### config.mk
export PLATFORM = sky130hd
export DESIGN_NAME = mem_ctrl_flat
export DESIGN_NICKNAME = d
export VERILOG_FILES = /design/src/rtl/mem_ctrl_pkg.sv /design/src/rtl/mem_ctrl_if.sv /design/src/rtl/mem_ctrl.sv /design/src/flat_wrapper.sv
export SDC_FILE = /design/constraint.sdc
export NUM_CORES = 1
export LEC_CHECK = 0
export ABC_AREA = 1
export BUFFER_PORTS_ARGS = -buffer_cell sky130_fd_sc_hd__clkbuf_2
export CELL_PAD_IN_SITES_DETAIL_PLACEMENT = 0
export CELL_PAD_IN_SITES_GLOBAL_PLACEMENT = 1
export CORE_AREA = 2 2 183 185
export DETAILED_ROUTE_END_ITERATION = 12
export DIE_AREA = 0 0 185 187
export GPL_TIMING_DRIVEN = 0
export PLACE_DENSITY_LB_ADDON = 0.1
export SYNTH_ARGS = -nofsm -noshare
export SYNTH_HDL_FRONTEND = slang
export SYNTH_SLANG_ARGS = --single-unit
### constraint.sdc
create_clock -name clk -period 3.9 [get_ports clk]
set_clock_uncertainty 0.05 [all_clocks]
set_input_delay 0.195 -clock clk [delete_from_list [all_inputs] [get_ports clk]]
set_output_delay 0.195 -clock clk [all_outputs]
set_load 0.02 [all_outputs]
### src/rtl/mem_ctrl_pkg.sv
// mem_ctrl_pkg: shared lengths, state encoding and IO boundary for the memory controller
package mem_ctrl_pkg;
    localparam logic [2:0] LEN_B = 3'b001;
    localparam logic [2:0] LEN_H = 3'b010;
    localparam logic [2:0] LEN_W = 3'b100;
    localparam logic [31:0] IO_BASE = 32'h0003_0000;
    typedef enum logic [1:0] {IDLE, READ, WRITE} state_t;
endpackage

### src/rtl/mem_ctrl_if.sv
// mem_ctrl_if: load/store and instruction-fetch request channels of the memory controller
interface mem_ctrl_if;
    logic        ls_sig;
    logic        load_or_store;
    logic [2:0]  len;
    logic [31:0] ls_addr;
    logic [31:0] store_val;
    logic        ls_done;
    logic [31:0] ls_data;
    logic        if_sig;
    logic [31:0] if_addr;
    logic        if_done;
    logic [31:0] if_data;
    modport master (
        output ls_sig, load_or_store, len, ls_addr, store_val, if_sig, if_addr,
        input  ls_done, ls_data, if_done, if_data
    );
    modport slave (
        input  ls_sig, load_or_store, len, ls_addr, store_val, if_sig, if_addr,
        output ls_done, ls_data, if_done, if_data
    );
endinterface

### src/rtl/mem_ctrl.sv
// mem_ctrl: arbitrates load/store and fetch requests onto a byte-wide synchronous RAM/IO bus
module mem_ctrl #(
    parameter logic [31:0] IO_BASE = mem_ctrl_pkg::IO_BASE
) (
    input  logic        clk,
    input  logic        rst,
    input  logic        rdy,
    input  logic        clear,
    mem_ctrl_if.slave   bus,
    input  logic [7:0]  mem_din,
    output logic [7:0]  mem_dout,
    output logic [31:0] mem_a,
    output logic        mem_wr,
    input  logic        io_buffer_full
);
    import mem_ctrl_pkg::*;

    state_t      state, state_n;
    logic [2:0]  cnt, cnt_n, n, n_n, nxt;
    logic [31:0] base, base_n, sdata, sdata_n, acc, acc_n;
    logic [31:0] ls_data_q, ls_data_n, if_data_q, if_data_n, mem_a_n, wr_addr;
    logic        owner_if, owner_n, ls_done_q, ls_done_n, if_done_q, if_done_n;
    logic        mem_wr_n, stall, idle_ok;
    logic [7:0]  mem_dout_n, wr_byte;

    assign bus.ls_done = ls_done_q;
    assign bus.ls_data = ls_data_q;
    assign bus.if_done = if_done_q;
    assign bus.if_data = if_data_q;

    always_comb begin
        nxt        = cnt + 3'd1;
        wr_addr    = state == IDLE ? bus.ls_addr : base + {29'd0, cnt};
        wr_byte    = state == IDLE ? bus.store_val[7:0] : sdata[{cnt[1:0], 3'b000} +: 8];
        stall      = io_buffer_full && wr_addr >= IO_BASE;
        idle_ok    = !ls_done_q && !if_done_q;
        state_n    = state;
        cnt_n      = cnt;
        n_n        = n;
        base_n     = base;
        sdata_n    = sdata;
        acc_n      = acc;
        owner_n    = owner_if;
        ls_data_n  = ls_data_q;
        if_data_n  = if_data_q;
        ls_done_n  = 1'b0;
        if_done_n  = 1'b0;
        mem_a_n    = mem_a;
        mem_dout_n = mem_dout;
        mem_wr_n   = 1'b0;
        case (state)
            IDLE: begin
                if (idle_ok && bus.ls_sig) begin
                    base_n  = bus.ls_addr;
                    n_n     = bus.len;
                    sdata_n = bus.store_val;
                    owner_n = 1'b0;
                    acc_n   = '0;
                    cnt_n   = 3'd0;
                    state_n = bus.load_or_store ? WRITE : READ;
                    if (!bus.load_or_store)
                        mem_a_n = bus.ls_addr;
                    else if (!stall) begin
                        mem_wr_n   = 1'b1;
                        mem_a_n    = wr_addr;
                        mem_dout_n = wr_byte;
                        cnt_n      = 3'd1;
                    end
                end else if (idle_ok && bus.if_sig && !clear) begin
                    base_n  = bus.if_addr;
                    n_n     = LEN_W;
                    owner_n = 1'b1;
                    acc_n   = '0;
                    cnt_n   = 3'd0;
                    state_n = READ;
                    mem_a_n = bus.if_addr;
                end
            end
            READ: begin
                if (owner_if && clear)
                    state_n = IDLE;
                else begin
                    // byte cnt-1 arrives one cycle after its address was issued
                    if (cnt != 3'd0)
                        acc_n = acc | ({24'd0, mem_din} << {cnt - 3'd1, 3'b000});
                    if (cnt == n) begin
                        state_n   = IDLE;
                        ls_done_n = !owner_if;
                        if_done_n = owner_if;
                        if (owner_if)
                            if_data_n = acc_n;
                        else
                            ls_data_n = acc_n;
                    end else begin
                        cnt_n = nxt;
                        if (nxt < n)
                            mem_a_n = base + {29'd0, nxt};
                    end
                end
            end
            WRITE: begin
                if (cnt == n) begin
                    state_n   = IDLE;
                    ls_done_n = 1'b1;
                end else if (!stall) begin
                    mem_wr_n   = 1'b1;
                    mem_a_n    = wr_addr;
                    mem_dout_n = wr_byte;
                    cnt_n      = nxt;
                end
            end
            default: state_n = IDLE;
        endcase
    end

    always_ff @(posedge clk) begin
        if (rst) begin
            state     <= IDLE;
            cnt       <= '0;
            n         <= '0;
            base      <= '0;
            sdata     <= '0;
            acc       <= '0;
            owner_if  <= 1'b0;
            ls_data_q <= '0;
            if_data_q <= '0;
            ls_done_q <= 1'b0;
            if_done_q <= 1'b0;
            mem_a     <= '0;
            mem_dout  <= '0;
            mem_wr    <= 1'b0;
        end else if (rdy) begin
            state     <= state_n;
            cnt       <= cnt_n;
            n         <= n_n;
            base      <= base_n;
            sdata     <= sdata_n;
            acc       <= acc_n;
            owner_if  <= owner_n;
            ls_data_q <= ls_data_n;
            if_data_q <= if_data_n;
            ls_done_q <= ls_done_n;
            if_done_q <= if_done_n;
            mem_a     <= mem_a_n;
            mem_dout  <= mem_dout_n;
            mem_wr    <= mem_wr_n;
        end
    end
endmodule

### src/flat_wrapper.sv
// flat-port wrapper written by rule: the top's interface ports become plain ports
module mem_ctrl_flat import mem_ctrl_pkg::*;
#(
    parameter logic [31:0] IO_BASE = mem_ctrl_pkg::IO_BASE
)
  (clk, rst, rdy, clear, mem_din, mem_dout, mem_a, mem_wr, io_buffer_full, bus_ls_sig, bus_load_or_store, bus_len, bus_ls_addr, bus_store_val, bus_if_sig, bus_if_addr, bus_ls_done, bus_ls_data, bus_if_done, bus_if_data);
  mem_ctrl_if bus_i ();
  input  logic clk;
  input  logic rst;
  input  logic rdy;
  input  logic clear;
  input  logic [7:0] mem_din;
  output logic [7:0] mem_dout;
  output logic [31:0] mem_a;
  output logic mem_wr;
  input  logic io_buffer_full;
  input wire logic [$bits(bus_i.ls_sig)-1:0] bus_ls_sig;
  input wire logic [$bits(bus_i.load_or_store)-1:0] bus_load_or_store;
  input wire logic [$bits(bus_i.len)-1:0] bus_len;
  input wire logic [$bits(bus_i.ls_addr)-1:0] bus_ls_addr;
  input wire logic [$bits(bus_i.store_val)-1:0] bus_store_val;
  input wire logic [$bits(bus_i.if_sig)-1:0] bus_if_sig;
  input wire logic [$bits(bus_i.if_addr)-1:0] bus_if_addr;
  output wire logic [$bits(bus_i.ls_done)-1:0] bus_ls_done;
  output wire logic [$bits(bus_i.ls_data)-1:0] bus_ls_data;
  output wire logic [$bits(bus_i.if_done)-1:0] bus_if_done;
  output wire logic [$bits(bus_i.if_data)-1:0] bus_if_data;
  assign bus_i.ls_sig = bus_ls_sig;
  assign bus_i.load_or_store = bus_load_or_store;
  assign bus_i.len = bus_len;
  assign bus_i.ls_addr = bus_ls_addr;
  assign bus_i.store_val = bus_store_val;
  assign bus_i.if_sig = bus_if_sig;
  assign bus_i.if_addr = bus_if_addr;
  assign bus_ls_done = bus_i.ls_done;
  assign bus_ls_data = bus_i.ls_data;
  assign bus_if_done = bus_i.if_done;
  assign bus_if_data = bus_i.if_data;
  mem_ctrl #(.IO_BASE(IO_BASE)) u_core (.clk(clk), .rst(rst), .rdy(rdy), .clear(clear), .bus(bus_i), .mem_din(mem_din), .mem_dout(mem_dout), .mem_a(mem_a), .mem_wr(mem_wr), .io_buffer_full(io_buffer_full));
endmodule
=== Yosys cells after proc, flatten, opt, wreduce, memory -nomap -nowiden ===
Cells that the tools add are included.

* Word-level logic and storage cells: 114
* Output and inout bits: 107
* Flip-flop bits (word level): 212
* Input bits: 115

* Order comparisons: 2
* Reductions and logical operators: 25
* Bitwise gates (word level): 3
* Add/sub/neg operators: 4
* Equal/unequal tests: 11
* Muxes and demuxes: 53
* Shift operators: 2

{| class="wikitable"
|+ Operators with widths
! cell !! number
|-
| 2-to-1 mux 32 bit || 14
|-
| case mux 32 bit (3 select lines) || 1
|-
| adder 32 x 3 -> 32 bit || 2
|-
| case mux 32 bit (2 select lines) || 1
|-
| 2-to-1 mux 8 bit || 5
|-
| greater-or-equal comparator 32 x 18 -> 1 bit (second input constant) || 1
|-
| bitwise OR 32 bit || 1
|-
| variable part select 32 x 6 -> 8 bit || 1
|-
| << shifter 8 x 6 -> 32 bit || 1
|-
| 2-to-1 mux 3 bit || 9
|-
| case mux 8 bit (2 select lines) || 1
|-
| AND reduction 5 bit || 3
|-
| AND reduction 7 bit || 2
|-
| 2-to-1 mux 1 bit || 13
|-
| inequality test 2 bit (second input constant) || 6
|-
| 2-to-1 mux 2 bit || 5
|-
| case mux 3 bit (3 select lines) || 1
|-
| logical AND 1 bit || 6
|-
| case mux 2 bit (3 select lines) || 1
|-
| AND reduction 3 bit || 2
|-
| nonzero test 2 bit || 3
|-
| nonzero test 3 bit || 2
|-
| zero test 1 bit || 4
|-
| case mux 1 bit (2 select lines) || 2
|-
| 12 further kinds || 13
|}

=== Depth between registers and ports, before layout ===
* Depth in word-level cells: 8
* Depth in mapped cells: 24

=== Worst setup path before layout ===
OpenSTA, ideal clock, no wires.

* Path kind: reg2reg
* Start point: register u_core.cnt[1]
* End point: register u_core.mem_a[26]
* Stages on the path, launching flop included: 22
* Slack: 0.708 ns
* Required time: 3.707 ns
* Arrival time: 2.999 ns
* Clock period less this slack: 3.192 ns
* Path through: dfxtp_1 > inv_1 > clkbuf_1 > ha_1 > inv_1 > fa_1 > inv_1 > nand2_1 > nand2_1 > nand2_1 > nor2_1 > inv_1 > nor2_1 > nand2_1 > nor3_1 > inv_1 > nor3_1 > o31ai_1 > inv_1 > nand2_1 > nand3_1 > a21oi_1

* Cells in the longest elaborated chain, start to end: 8
* Elaborated cells on any way between the ends: 20

{| class="wikitable"
|+ RTL lines
! element !! line !! text
|-
| start: declaration || mem_ctrl.sv:19 || <nowiki>logic [2:0] cnt, cnt_n, n, n_n, nxt;</nowiki>
|-
| start signal: assignment || mem_ctrl.sv:134 || <nowiki>cnt <= cnt_n;</nowiki>
|-
| adder 32 x 3 -> 32 bit || mem_ctrl.sv:33 || <nowiki>wr_addr = state == IDLE ? bus.ls_addr : base + {29'd0, cnt};</nowiki>
|-
| 2-to-1 mux 32 bit || mem_ctrl.sv:33 ||
|-
| greater-or-equal comparator 32 x 18 -> 1 bit || mem_ctrl.sv:35 || <nowiki>stall = io_buffer_full && wr_addr >= IO_BASE;</nowiki>
|-
| logical AND 1 bit || mem_ctrl.sv:35 ||
|-
| 2-to-1 mux 32 bit || mem_ctrl.sv:63, mem_ctrl.sv:105 ||
|-
| 2-to-1 mux 32 bit || mem_ctrl.sv:61 || <nowiki>if (!bus.load_or_store)</nowiki>
|-
| 2-to-1 mux 32 bit || mem_ctrl.sv:53 || <nowiki>if (idle_ok && bus.ls_sig) begin</nowiki>
|-
| case mux 32 bit (3 select lines) || mem_ctrl.sv:51 || <nowiki>case (state)</nowiki>
|-
| end signal: assignment || mem_ctrl.sv:144 || <nowiki>mem_a <= mem_a_n;</nowiki>
|-
| end: declaration || mem_ctrl.sv:12 || <nowiki>output logic [31:0] mem_a,</nowiki>
|}

Several ways; a longest one is shown, not always the timed one. The select of a mux whose other input is x is not followed.
A chain may end at the register's enable or synchronous reset.

=== Worst setup path in the final report ===
* Start point: register u_core.state[1]
* End point: register u_core.mem_a[1]

* Cells in the longest elaborated chain, start to end: 8
* Elaborated cells on any way between the ends: 18

{| class="wikitable"
|+ RTL lines
! element !! line !! text
|-
| start: declaration || mem_ctrl.sv:18 || <nowiki>state_t state, state_n;</nowiki>
|-
| start signal: assignment || mem_ctrl.sv:133 || <nowiki>state <= state_n;</nowiki>
|-
| zero test 2 bit || mem_ctrl.sv:33, mem_ctrl.sv:51 ||
|-
| 2-to-1 mux 32 bit || mem_ctrl.sv:33 ||
|-
| greater-or-equal comparator 32 x 18 -> 1 bit || mem_ctrl.sv:35 ||
|-
| logical AND 1 bit || mem_ctrl.sv:35 ||
|-
| 2-to-1 mux 32 bit || mem_ctrl.sv:63, mem_ctrl.sv:105 ||
|-
| 2-to-1 mux 32 bit || mem_ctrl.sv:61 ||
|-
| 2-to-1 mux 32 bit || mem_ctrl.sv:53 ||
|-
| case mux 32 bit (3 select lines) || mem_ctrl.sv:51 ||
|}

Several ways; a longest one is shown, not always the timed one. The select of a mux whose other input is x is not followed.

==> results by group <==
Run status
  • Status: finished, final reports clean

Place
  • HPWL after DPL: 40100 microns
  • Gpl congestion: 0.951
  • Dpl ws: -0.780 ns
  • Port buffer count: 217

CTS
  • Clock sink count: 212
  • Clock H-tree levels: 1
  • CTS tree: done
  • Clock root cell: clkbuf_16
  • Total CTS buffers: 26
  • Max clock buf depth: 3
  • Worst-path clk slew: 0.06 ns
  • Clk Latency, worst-skew pair: 0.56 ns

Route
  • Pre-antenna DRT Iters: 5
  • WL/cell: 18.8 microns
  • Detailed-route DRC error count: 0
  • Post-route ant nets: 0
  • Initial drt markers: 1135
  • Vias post-DR: 14600
  • DRT Wirelength: 52300 microns
  • Vias per std cell: 5.26

Synth
  • Synthesized cell area: 12900 sq um
  • Most frequent cell after synthesis: nand2_1
  • Top cells by count, synth: 469 x nand2_1, 239 x a21oi_1, 230 x inv_1
  • Post-synth ARST share: 0%
  • Netlist cell types: 42
  • Synth top area cells: dfxtp_1 33%, nand2_1 14%, a21oi_1 9.3%
  • Yosys warnings: 0
  • Synth Flop Type: dfxtp_1
  • Syn_nets: 2133
  • Seq cells post-synth: 212
  • Syn Area/Cell: 6.45 sq um
  • Yosys top cell area share: 32.9%
  • Post-synth EDFFs: 0
  • Cells after synthesis: 2000
  • Sequential area share after synthesis: 32.9%
  • Cell taking the most area after synthesis: dfxtp_1

Critical path
  • CP required: 4.33 ns
  • Cells along the critical path: inv_1 -> ha_1 -> clkbuf_1 -> inv_1 -> clkbuf_1 -> nor2_1 -> nor4_4 -> nand2_1 -> clkbuf_1 -> a21oi_1 -> nand2_1 -> a21oi_1
  • CP max stage delay: 0.59 ns
  • Critical path buffer and inverter count: 5
  • Most Frequent Cell on Critical Path: clkbuf_1
  • CP max FO: 10
  • Crit start category: flop
  • Crit end category: flop
  • Crit path kind: reg -> reg
  • Critical Path AT: 4.14 ns
  • Crit path max-delay cell type: clkbuf_1
  • CP top delay family: buffers and inverters

Floorplan
  • Die width: 185 microns
  • Die area: 34600 sq um
  • # rows: 67
  • Die height: 187 microns
  • Core area: 32900 sq um
  • Initial core utilization: 39.3%
  • IO Pins: 222

STA
  • Worst Tran Pin Value: 0.978 ns
  • Normalized max-slew margin: 34.8%
  • Setup ws final: 0.185 ns
  • Max Slew Vio Count: 0
  • Setup TNS: 0 ns
  • Part of the cycle the worst path needs: 95.3%
  • RSZ-0062 raised after global routing: false
  • FMAX: 269 MHz
  • Hold Vio Cnt, Final: 0
  • # setup viols final: 0
  • Minimum clock period: 3.72 ns

Power and ir drop
  • P per Cell Area: 417 nW/um^2
  • Leakage: 0.00698 uW
  • Peak supply drop: 0.306 mV

Global route
  • GR peak layer: met2
  • Initial antenna violation count: 0
  • First-pass GRT wire length: 80000 microns
  • GRT overflow: 0
  • Tot GR Track Use: 29.8%
  • Largest net degree at the start of global routing: 15
  • M1 GR Usage: 37.0%
  • GR Util met2: 52.7%
  • Vias in the first global route: 14100
  • GRT met3 Usage: 3.43%

Min path
  • HP Class: in -> reg

Cells and area
  • N_diodes: 0
  • Final Util: 49.6%
  • Fill count: 3476
  • # nets final: 2449
  • Layout cells sized above 1: 16.7%
  • Area Overhead vs Synth: 26.2%

Run
  • Maxcap violations: 0
logic make-up after synthesis:
group	count (synthesis)	synth area share, %
buffers and inverters	358	11.0
AO/OA/AOI/OAI	532	24.1
adder cells (fa/ha/maj)	18	1.86
XOR/XNOR	13	0.882
flip-flops	212	32.9
AND/OR/NAND/NOR	867	29.3
registers in the layout, summed over array words and instances, names as in the netlist, 2 cells and up:
register	cells
u_core.acc	32
u_core.bus.if_data	32
u_core.state	2
u_core.sdata	32
u_core.bus.ls_data	32
u_core.mem_a	32
u_core.base	32
u_core.cnt	3
u_core.mem_dout	8
u_core.n	3
final cells by class:
type | instances | area (sq um) | share of cell area [%]
Multi-Input combinational cell | 1430 | 7260 | 44.6
Sequential cell | 212 | 4250 | 26.1
Timing Repair Buffer | 290 | 1810 | 11.1
Inverter | 230 | 871 | 5.35
Clock buffer | 35 | 734 | 4.51
Tap cell | 448 | 561 | 3.44
Buffer | 126 | 549 | 3.37
Clock inverter | 13 | 259 | 1.59
metrics by stage:
step                hold slack [ns]  cells  power [uW]  instance area [sq um]
finish                       0.0101   2784        6790                  16300
global route                0.00656   2784        7090                  16300
CTS                        0.000861   2782        6800                  16300
detailed placement            0.370   2665        3920                  14600
global placement              0.367   2665        3910                  14600
floorplan                     0.280   2000        3370                  12900
worst paths after layout:
path         slack, ns                     end  cells after the start                   start
min               0.01          u_core.base[4]                      3          bus_if_addr[4]
max reg2reg       0.18         u_core.mem_a[1]                     12         u_core.state[1]
min reg2reg       0.40  u_core.bus.if_data[26]                      2  u_core.bus.if_data[26]
max               0.18         u_core.mem_a[1]                     12         u_core.state[1]
layout by cell type (no fill, tap or decap), types with 3 or more instances in the layout:
master,count
inv_1,228
a211oi_1,57
a211oi_2,9
a22oi_1,23
buf_1,5
ha_1,15
clkbuf_16,26
nand3_1,106
buf_4,5
o31ai_1,7
clkinv_2,3
xor2_1,11
nor2_2,17
a31oi_1,14
o21ai_0,136
o211ai_1,3
nand2_1,468
nor2_1,195
clkbuf_1,104
clkbuf_2,218
nand3_2,29
nor2_4,5
a21oi_1,239
dfxtp_1,210
nand2_2,15
bufinv_16,7
buf_2,12
nor3_1,18
a21oi_2,17
clkbuf_8,5
dlygate4sd3_1,69
buf_6,6
o21bai_1,23
routing by layer:
layer / up-vias / routed length [microns]
met5: - / 0
met2: 446 / 25900
li1: 7189 / -
met1: 6889 / 22000
met3: 108 / 2420
met4: 0 / 2000
worst reg2reg max path, delay by kind of cell (launching register included):
kind | cells | cell delay [ns]
DFF | 1 | 0.38
and+or+nand+nor | 4 | 1.15
adders and majority gates | 1 | 0.18
buffers and inverters | 5 | 1.51
AOI/OAI and AO/OA | 2 | 0.37
where the power goes:
part	internal (uW)	total (uW)	switching, uW	leakage [uW]
clock network	1790	2830	1040	0.000487
logic	498	1570	1070	0.00477
registers	2280	2390	106	0.00173
timing repair:
action                                 CTS  global route
resized for setup                        6             6
gates cloned                             0             0
endpoints found under the hold margin   64             0
hold buffers                            69             0
pin swaps                                0             1
setup buffers                            2             2
setup endpoints to repair               16            26
Power figures use the tool's default switching activity.
